## config.mk

```make
export PLATFORM = sky130hd
export DESIGN_NAME = dcache_miss_ctrl
export DESIGN_NICKNAME = d
export VERILOG_FILES = /design/src/rtl/dcache_miss_ctrl.sv
export SDC_FILE = /design/constraint.sdc
export NUM_CORES = 1
export LEC_CHECK = 0
export CORE_ASPECT_RATIO = 0.75
export CORE_MARGIN = 2
export CORE_UTILIZATION = 35
export CTS_BUF_LIST = sky130_fd_sc_hd__clkbuf_16
export DETAILED_ROUTE_END_ITERATION = 12
export GPL_ROUTABILITY_DRIVEN = 0
export PLACE_DENSITY = 0.8
export SLEW_MARGIN = 20
export SYNTH_ARGS = -nofsm -noshare
export SYNTH_HDL_FRONTEND = slang
export SYNTH_SLANG_ARGS = --single-unit
```

## constraint.sdc

```tcl
create_clock -name clk -period 5.4 [get_ports clk]
set_clock_uncertainty 0.1 [all_clocks]
set_input_delay 1.08 -clock clk [delete_from_list [all_inputs] [get_ports clk]]
set_output_delay 1.08 -clock clk [all_outputs]
set_load 0.005 [all_outputs]
```

## src/rtl/dcache_miss_ctrl.sv

```systemverilog
// Data-cache miss handler: optional dirty-victim write-back, then a line fill
// sourced from a peer cache (snoop hit) or shared memory, returned with its MSI state.
module dcache_miss_ctrl #(
    parameter int ADDR_W  = 11,
    parameter int LINE_W  = 64,
    parameter int TIMEOUT = 255
) (
    input  logic              clk,
    input  logic              rst_n,
    input  logic              read_miss,
    input  logic              write_miss,
    input  logic [ADDR_W-1:0] miss_addr,
    input  logic [4:0]        victim_tag,
    input  logic              victim_dirty,
    input  logic [LINE_W-1:0] victim_data,
    output logic              fill_we,
    output logic [LINE_W-1:0] fill_data,
    output logic [1:0]        fill_state,
    output logic              d_rdy,
    output logic              bus_req,
    input  logic              bus_gnt,
    output logic [1:0]        bus_cmd,
    output logic [ADDR_W-1:0] bus_addr,
    output logic [LINE_W-1:0] bus_wdata,
    input  logic              mem_rdy,
    input  logic [LINE_W-1:0] mem_rdata,
    output logic              snoop_search,
    input  logic              snoop_found,
    input  logic [LINE_W-1:0] peer_data,
    output logic              bus_err
);

    localparam int         IDX_W   = ADDR_W - 5;
    localparam logic [7:0] TO_MAX  = 8'(TIMEOUT);
    localparam logic [1:0] CMD_NOP = 2'b00;
    localparam logic [1:0] CMD_RD  = 2'b01;
    localparam logic [1:0] CMD_RDX = 2'b10;
    localparam logic [1:0] CMD_WB  = 2'b11;
    localparam logic [1:0] MSI_S   = 2'b01;
    localparam logic [1:0] MSI_M   = 2'b10;

    typedef enum logic [2:0] {
        IDLE, WB_ARB, WB_WAIT, RD_ARB, SNOOP, MEM_WAIT, FILL, DONE
    } state_t;

    state_t              state, state_n;
    logic [ADDR_W-1:0]   addr_q;
    logic [4:0]          vtag_q;
    logic [LINE_W-1:0]   vdata_q;
    logic [LINE_W-1:0]   line_q;
    logic                is_wr_q;
    logic [7:0]          cnt, cnt_n;
    logic                waiting;

    always_comb begin
        // NOTE: every combinational output gets a default first so no path infers a latch.
        state_n = state;
        case (state)
            IDLE:     if (read_miss || write_miss) state_n = victim_dirty ? WB_ARB : RD_ARB;
            WB_ARB:   if (bus_gnt)     state_n = WB_WAIT;
            WB_WAIT:  if (mem_rdy)     state_n = RD_ARB;
            RD_ARB:   if (bus_gnt)     state_n = SNOOP;
            SNOOP:    state_n = snoop_found ? FILL : MEM_WAIT;
            MEM_WAIT: if (mem_rdy)     state_n = FILL;
            FILL:     state_n = DONE;
            DONE:     state_n = IDLE;
            default:  state_n = IDLE;
        endcase
    end

    // The timeout counter only runs while we stay in a wait state; leaving clears it.
    assign waiting = (state == WB_WAIT || state == MEM_WAIT) && (state_n == state);
    assign cnt_n   = (cnt == TO_MAX) ? cnt : cnt + 8'd1;

    // NOTE: the line/address holding registers are reset along with the FSM so a
    // stale victim or fill line can never leak onto the bus after reset.
    always_ff @(posedge clk or negedge rst_n) begin
        if (!rst_n) begin
            state   <= IDLE;
            addr_q  <= '0;
            vtag_q  <= '0;
            vdata_q <= '0;
            line_q  <= '0;
            is_wr_q <= 1'b0;
            cnt     <= '0;
            bus_err <= 1'b0;
        end else begin
            // NOTE: sequential state uses non-blocking assignments so every register
            // samples the pre-edge values regardless of statement order.
            state <= state_n;
            if (state == IDLE && (read_miss || write_miss)) begin
                addr_q  <= miss_addr;
                vtag_q  <= victim_tag;
                vdata_q <= victim_data;
                is_wr_q <= write_miss;
            end
            if (state == SNOOP && snoop_found)
                line_q <= peer_data;
            else if (state == MEM_WAIT && mem_rdy)
                line_q <= mem_rdata;
            cnt <= waiting ? cnt_n : '0;
            if (waiting && cnt_n == TO_MAX)
                bus_err <= 1'b1;
        end
    end

    // Outputs decode from the state register and holding registers only; the
    // snoop strobe alone must follow the grant so the peer answers during SNOOP.
    always_comb begin
        fill_we      = 1'b0;
        fill_data    = '0;
        fill_state   = 2'b00;
        d_rdy        = 1'b0;
        bus_req      = 1'b0;
        bus_cmd      = CMD_NOP;
        bus_addr     = '0;
        bus_wdata    = '0;
        snoop_search = 1'b0;
        case (state)
            IDLE, DONE: d_rdy = 1'b1;
            WB_ARB, WB_WAIT: begin
                bus_req   = 1'b1;
                bus_cmd   = CMD_WB;
                bus_addr  = {vtag_q, addr_q[IDX_W-1:0]};
                bus_wdata = vdata_q;
            end
            RD_ARB, SNOOP, MEM_WAIT: begin
                bus_req      = 1'b1;
                bus_cmd      = is_wr_q ? CMD_RDX : CMD_RD;
                bus_addr     = addr_q;
                snoop_search = (state == RD_ARB) && bus_gnt;
            end
            FILL: begin
                fill_we    = 1'b1;
                fill_data  = line_q;
                fill_state = is_wr_q ? MSI_M : MSI_S;
            end
            default: ;
        endcase
    end

`ifndef SYNTHESIS
    // The arbiter must keep the grant for the whole bus transaction.
    gnt_held_a: assert property (@(posedge clk) disable iff (!rst_n)
        (state == WB_WAIT || state == SNOOP || state == MEM_WAIT) |-> bus_gnt);
`endif

endmodule

```

==> flow_results.org, run 1 <==
** Setup path
- Launching point of the worst reg2reg path :: state[2]
- Of all nets on the critical path, the largest fanout is 44.
- Tracing the worst setup path back leads to its startpoint at state[2].
- Endpoint kind of the worst setup timing path :: output pin
- R2R setup slack :: approximately 2.6 ns
- CP Class :: reg -> out
- WP data required :: about 4.2 ns
- Data arrival, critical path :: 3.19 ns
- CP startpoint kind :: flop
- In this run the critical register-to-register path is captured at line_q[3].
- Following the worst setup path forward leads to its endpoint at fill_data[8].
- Length in cells of the worst reg-to-reg path :: 5

** Logic synthesis
- #FFs+latches synth :: 157
- Async SR Flop Fraction :: 100.0%
- After synthesis the cells add up to around 8000 µm².
- Sequential-to-total area share from yosys stat :: between 40% and 50%
- The Yosys step of the flow raised 0 warnings.
- When the netlist entered floorplanning its net count stood at ~940.
- The average instance in the mapped netlist occupies between 10 and 15 µm².
- Post-Synthesis Cells :: 727
- Most used flip-flop cell after synthesis :: dfrtp_1
- Netlist cell types :: 47
- The synthesized design contains 0 enable-type register cells.

** Pwr
- Leakage component of the power :: 5.322 nW
- Overall power of the completed layout :: around 0.0057 W
- For this design the ratio of total power to cell area is 462.3 nW/µm².
- Peak supply drop :: roughly 0.27 mV

** Global route
- Entering global routing, the biggest net connects about 130 pins.
- The via count of the first global-routing pass came to 6595.
- In the global route stage, overall resource usage came out at 18.42%.
- The total overflow left after global routing is 0.
- The number of antenna violations at the first check in global routing was 0.
- Global-route wire length before repair :: 34800 µm

** Timing
- Hold violation count in the final report :: 0
- Maximum clock rate :: 228.8 MHz
- Post-layout min period :: 4.371 ns
- Max-slew headroom at the worst pin :: around 38%
- The number of pins exceeding their max-slew limit in the final report is 0.
- Final worst path period share :: 80.94%
- Setup-violating endpoint count in the final report :: 0
- Setup repair after global routing left no endpoint under its margin.
- Adding up every negative setup slack in the final design gives 0 ns.
- Worst-Margin Slew :: 0.9369 ns
- Worst-case setup margin in the final layout :: 1.029 ns

** Route
- The first TritonRoute pass finished after 4 iterations.
- Ratio of routed vias to standard cells :: 4.707
- The count of nets left with antenna violations once routing finished came out at 0.
- After detailed routing, the number of remaining DRC violations is 0.
- The final layout contains routed wiring with a total length of approximately 22000 µm.
- Average detailed-routed wire length per instance :: between 15 and 20 µm
- For this block, the initial DRC count from the detailed router was between 300 and 400.
- For this block, the via count after detailed routing is 6449.

** Placement
- Buffers placed on the I/O ports in this run total 363.
- Before CTS, the worst setup slack after placement is around 1.4 ns.
- Total instance count after detailed placement :: around 1300
- Detailed placement finished with a half-perimeter wire length of 15910 µm.

** Floorplanning
- The core region is 22110 µm².
- Die extent in y :: 133.9 µm
- The initial utilization of the core area, before any placement, comes to 35.64%.
- After floorplanning, the core was divided into 47 placement rows.
- In this run the count of I/O pins placed on the die edge is 364.
- Die Outline Area :: 23740 µm²
- Die width :: 177.3 µm

** Finish
- Final cell utilization of the core :: between 50% and 60%
- Number of standard cells in the final layout excluding fillers :: 1370
- Most frequent standard cell in the layout excluding fill and tap cells :: clkdlybuf4s50_1
- In the layout the commonest cells are 362 x clkdlybuf4s50_1, 157 x dfrtp_1, 134 x and2_1.
- For this run, the post-layout net count is 1280.
- Ant. Diodes :: 0
- The area growth from synthesis to layout is 55.99%.
- Share of final-layout standard cells stronger than drive strength 1 :: 5.019%

** Clock tree
- Post-cts sizing count :: 0
- The root buffer cell chosen for the clock tree is clkbuf_16.
- The later pin in the worst-skew pair is clocked with a latency of 0.42 ns.
- The clock passes through at most 2 buffers.
- Clock tree from TritonCTS :: yes
- Clock slew at reported path FFs :: 0.07 ns
- Number of setup buffers added after CTS :: 0
- The number of hold buffers added after CTS was 0.
- Number of buffers inserted during clock tree synthesis :: 17
- The clock net in this run drives a total of 157 sinks.
- The H-tree generated during clock tree synthesis spans 4 levels.

** Worst hold path
- Tightest Hold Check Type :: reg -> reg
- Counting instances, the worst hold path has a depth of 1.

** Status
- The run finished with clean final reports.

** Run
- Max-cap violations :: 0
[flip-flops by register name, indices dropped and copies added, names as in the netlist]
| signal | count |
|---|---|
| cnt | 8 |
| state | 3 |
| vtag_q | 5 |
| vdata_q | 64 |
| addr_q | 11 |
| line_q | 64 |
| bus_err | 1 |
| is_wr_q | 1 |
[critical path, stage by stage (launching register included)]
cell and delay [ns]:
dfrtp_1 0.77, nand2_1 0.24, nor2_4 0.68, buf_4 0.35
and2_1 0.18, clkdlybuf4s50_1 0.50
[cell families (layout without fill, tap and decap cells)]
kind of cell	count (synthesis)	after routing	share of synthesized area (%)
AND/OR/NAND/NOR	252	252	17.35
XOR/XNOR	3	3	0.3335
buffers and inverters	57	406	4.001
multiplexers	151	151	20.53
adder cells (fa/ha/maj)	1	1	0.1588
AO/OA/AOI/OAI	106	106	7.765
flip-flops	157	157	49.86
[power breakdown]
part,total (W),leakage (nW),internal [W],switching [W]
logic,0.00242,3.11,0.00147,0.000947
registers,0.00206,1.92,0.00173,0.000328
clock network,0.00121,0.288,0.000691,0.000519
total,0.00568,5.32,0.00389,0.00179
[area by class of cell]
class                           count  area [µm²]
Inverter                            4       15.01
Timing Repair Buffer              370        3712
Tap cell                          294       367.9
Multi-Input combinational cell    513        3680
Sequential cell                   157        3929
Clock inverter                     15       162.7
Clock buffer                       17       425.4
Fill cell                        1927        9819
[synth_stat cells, types with 3 or more instances]
master    count  area [µm²]
nor2b_1       3       18.77
mux2_2        6       67.56
nand3_1       5       25.02
nor3_1        5       25.02
mux2i_1      66       660.6
buf_4         9       67.56
buf_2        12       60.06
dfrtp_1     157        3929
nor2_1        8       30.03
clkbuf_1     24       90.09
o21a_1        4       30.03
and2_1      134       838.3
a22oi_1       5       37.54
buf_6         7       78.83
o21ai_0      16       80.08
a211oi_1      3       22.52
nand2b_1      7       43.79
o21ai_1      60       300.3
nand2_1      76       285.3
inv_1         4       15.01
a21oi_1       5       25.02
mux2_1       79       889.6
[metrics by stage]
stage,instance area [µm²],hold slack [ns]
after global placement,11700,0.3584
after CTS,12290,0.3778
final,12290,0.3733
after floorplan,7880,0.3489
after global routing,12290,0.3905
after detailed placement,11700,0.3641
[how the worst min path moves through the flow]
stage | from | to
after global routing | vdata_q[26] | vdata_q[26]
after floorplan | addr_q[0] | addr_q[0]
after global placement | bus_err | bus_err
after CTS | bus_err | bus_err
after detailed placement | bus_err | bus_err
final | bus_err | bus_err
[routing by layer]
layer	global-route usage [%]	routed length [µm]	vias to the layer above	share of wire, %
met5	0	0	-	0
met4	4.281	295	0	1.3
met3	6.009	1674	19	7.5
met2	29.85	10520	219	47
met1	24.00	9751	3066	44
li1	-	-	3145	-
(Power assumes the default switching activity.)
==> run 2: changes to the inputs <==
Settings changed: PLACE_DENSITY 0.8 to 0.82.
Clock period 5.4 ns to 3.73 ns, I/O delays scaled along.
==> run 2 against run 1 <==
  * Routed wire length up 3.7%
  * Worst hold slack worse by 0.14 ns
  * Sequential share of layout area down 0.18 points
  * Sequential power rose by 46%
  * Cell area grew 0.56%
  * Die area unchanged
  * Core utilization grew 0.31 points
  * Combinational power grew 48%
  * Global-route usage up 0.71 points
  * Sequential cell count did not move
  * First-iteration DRC count increased by 15%
==> flow_results.org, run 2 (synthesized netlist as in run 1, its figures left out) <==
** Status
- Result of the run :: finished, final reports clean

** Route
- The iteration-0 DRC count of the detailed router was 365 (+15%).
- The number of nets still failing antenna checks after routing was 0 (unchanged).
- DRC violations left :: 0 (unchanged)
- Ratio of routed vias to standard cells :: 4.757 (+1.0%)
- The length of the first detailed-routing pass in iterations is 4 (unchanged).
- The detailed-route wire length per cell came to 16.77 µm (+3.3%).
- Total wire length :: 23080 µm (+3.7%)
- Total number of vias :: 6545 (+1.5%)

** Timing
- The transition at the pin with the smallest max-transition slack is 0.7410 ns (-0.1959 ns).
- Maximum clock rate :: 283.3 MHz
- The setup total negative slack is 0 ns (unchanged).
- Final worst path period share :: 94.63%
- Post-layout min period :: about 3.5 ns
- The final number of hold-violating endpoints was 0 (unchanged).
- Final slew viol count :: 0 (unchanged)
- Max-slew headroom at the worst pin :: 50.60% (+13 points)
- Setup repair after global routing left no endpoint under its margin.
- Setup-violating endpoint count in the final report :: 0 (unchanged)

** Setup path
- WP data required :: 2.88 ns (-1.34 ns)
- Worst-path fanout max :: 65 (+48%)
- The worst setup path is captured at an output pin.
- The arrival time at the worst endpoint came to 2.68 ns (-0.51 ns).
- The critical path goes through nand2_1, nor2_4, buf_4, and2_1, clkdlybuf4s50_1.
- R2R setup slack :: 1.31 ns (-1.26 ns)
- The worst setup path is launched from a flop.
- The setup path with the least slack is of type reg -> out.
- Delay contributed by the slowest stage of the critical path :: 0.71 ns (-0.06 ns)
- Among all stages on the critical path, the largest delay is contributed by dfrtp_1.

** Global route
- The via count of the first global-routing pass is 6820 (+3.4%).
- The aggregate global routing overflow came to 0 (unchanged).
- The largest net degree at the start of global routing is 129 (unchanged).
- Global-route wire length before repair :: 35930 µm (+3.2%)
- Global routing usage on met1 :: 24.39% (+0.39 points)
- The overall track demand over capacity in global routing is 19.13% (+0.71 points).
- The global-route met2 utilization came to 31.88% (+2.0 points).
- The layer flagged by global routing as most heavily used is met2.
- Met3 demand-to-capacity share in global routing :: 5.697% (-0.31 points)
- The number of antenna violations at the first check in global routing was 1 (+1).

** Finish
- The area taken by multi-input logic gates was 3680 µm² (unchanged).
- The net count reported at finish came to 1285 (+0.39%).
- The library cell used most frequently in the layout, excluding fill and tap cells, is clkdlybuf4s50_1.
- In the final layout, the registers with the most flip-flops are line_q x64, vdata_q x64, addr_q x11.
- The final design instance area without fill was 12360 µm² (+0.56%).
- In the layout the commonest cells are 362 x clkdlybuf4s50_1, 157 x dfrtp_1, 134 x and2_1.
- Area taken by flip-flops and latches :: 3929 µm² (unchanged)
- Share of final-layout standard cells stronger than drive strength 1 :: 5.643% (+0.62 points)
- Synth-to-Final Area Change :: 56.86%
- Layout filler cell count :: 1928 (+0.052%)

** Clock tree
- Clock slew at reported path FFs :: 0.07 ns (about the same)
- The maximum buffer depth of the clock tree was 2 (unchanged).
- Clock Tree Root :: clkbuf_16
- The clock buffer count from CTS was 17 (unchanged).
- Post-cts sizing count :: 0 (unchanged)
- The TritonCTS sink count was 157 (unchanged).
- Clock latency at the later pin of the worst-skew pair :: 0.41 ns (about the same)
- Number of setup buffers added after CTS :: 0 (unchanged)
- The post-cts hold buffer count is 0 (unchanged).
- H-tree depth :: 4 (unchanged)
- Clock tree from TritonCTS :: yes

** Pwr
- The fraction of power spent switching nets is 32.18% (+0.61 points).
- Leakage component of the power :: 5.356 nW (+0.64%)
- The net switching power figure was 0.002666 W (+49%).
- Relative contribution of the clock network to total power :: 20.6% (-0.7 points)
- The areal power density over the cells came to 670.1 nW/µm² (+45%).
- Design internal power :: 0.005617 W (+44%)
- The portion of total power attributed to combinational logic is 43.2% (+0.7 points).
- Peak supply drop :: 0.4134 mV (+51%)
- Sequential share of power :: 36.2% (about the same)

** Run
- Max-cap violations :: 0 (unchanged)

** Placement
- Detailed-placement wirelength estimate :: 16870 µm (+6.0%)
- The number of input and output port buffers inserted came to 363 (unchanged).
- Cell area after placement :: 11780 µm² (+0.64%)

** Floorplanning
- Die width :: 177.3 µm (unchanged)
- The standard cell core area is 22110 µm² (unchanged).
- Placement row count :: 47 (unchanged)
- The effective utilization at floorplan was 35.64% (unchanged).
- The height of the die was 133.9 µm (unchanged).
- The number of top-level pins is 364 (unchanged).
- The area of the die is 23740 µm² (unchanged).

** Worst hold path
- The path class of the tightest hold or removal check is in -> async.
-- run 2: path summary, 6_finish.rpt --
check,cells after the start,from,end
hold / removal,1,rst_n,line_q[47]
max in group asynchronous,2,rst_n,cnt[1]
min in group clk,1,vdata_q[61],vdata_q[61]
setup / recovery,5,state[1],fill_data[27]
setup reg to reg,4,state[0],vdata_q[47]
hold reg to reg,1,vdata_q[61],vdata_q[61]
-- run 2: area by class of cell --
type,count,area share [%]
multi-input cells,513,29.77
well taps,294,2.976
repair buffers,375,30.64
clock buffers,17,3.442
clock inverters,15,1.245
diodes,1,0.02024
inverters,4,0.1215
flip-flops and latches,157,31.78
-- run 2: critical path: cells and delay by family, from the launching register on --
family        cells  cell delay, ns
simple gates      3            0.58
flops             1            0.71
buf+inv           2            0.94
-- run 2: layer usage --
layer / routed length, µm / vias up
li1: - / 3150
met1: 10040 / 3151
met2: 11030 / 222
met3: 1658 / 22
met4: 352 / 0
met5: 0 / -
-- run 2: per-stage QoR --
stage | worst slack (ns) | utilization, % | power, W | hold slack [ns] | cells
2_1_floorplan | 1.490 | - | 0.004703 | 0.3489 | 727
3_3_place_gp | 0.7566 | 53.27 | 0.006509 | 0.3588 | 1343
3_5_place_dp | 0.6523 | 53.27 | 0.006625 | 0.3664 | 1343
4_1_cts | 0.2017 | 55.89 | 0.008389 | 0.2611 | 1375
5_1_grt | 0.03782 | 55.90 | 0.008844 | 0.2708 | 1376
6_report | 0.2004 | 55.90 | 0.008283 | 0.2288 | 1376
-- run 2: power by group through the flow --
stage / registers [W] / clock network (W) / logic (W)
after detailed placement: 0.00302 / 0 / 0.00361
after CTS: 0.00300 / 0.00176 / 0.00362
after global routing: 0.00311 / 0.00184 / 0.00390
final: 0.00300 / 0.00170 / 0.00358
after global placement: 0.00300 / 0 / 0.00351
after floorplan: 0.00277 / 0 / 0.00194
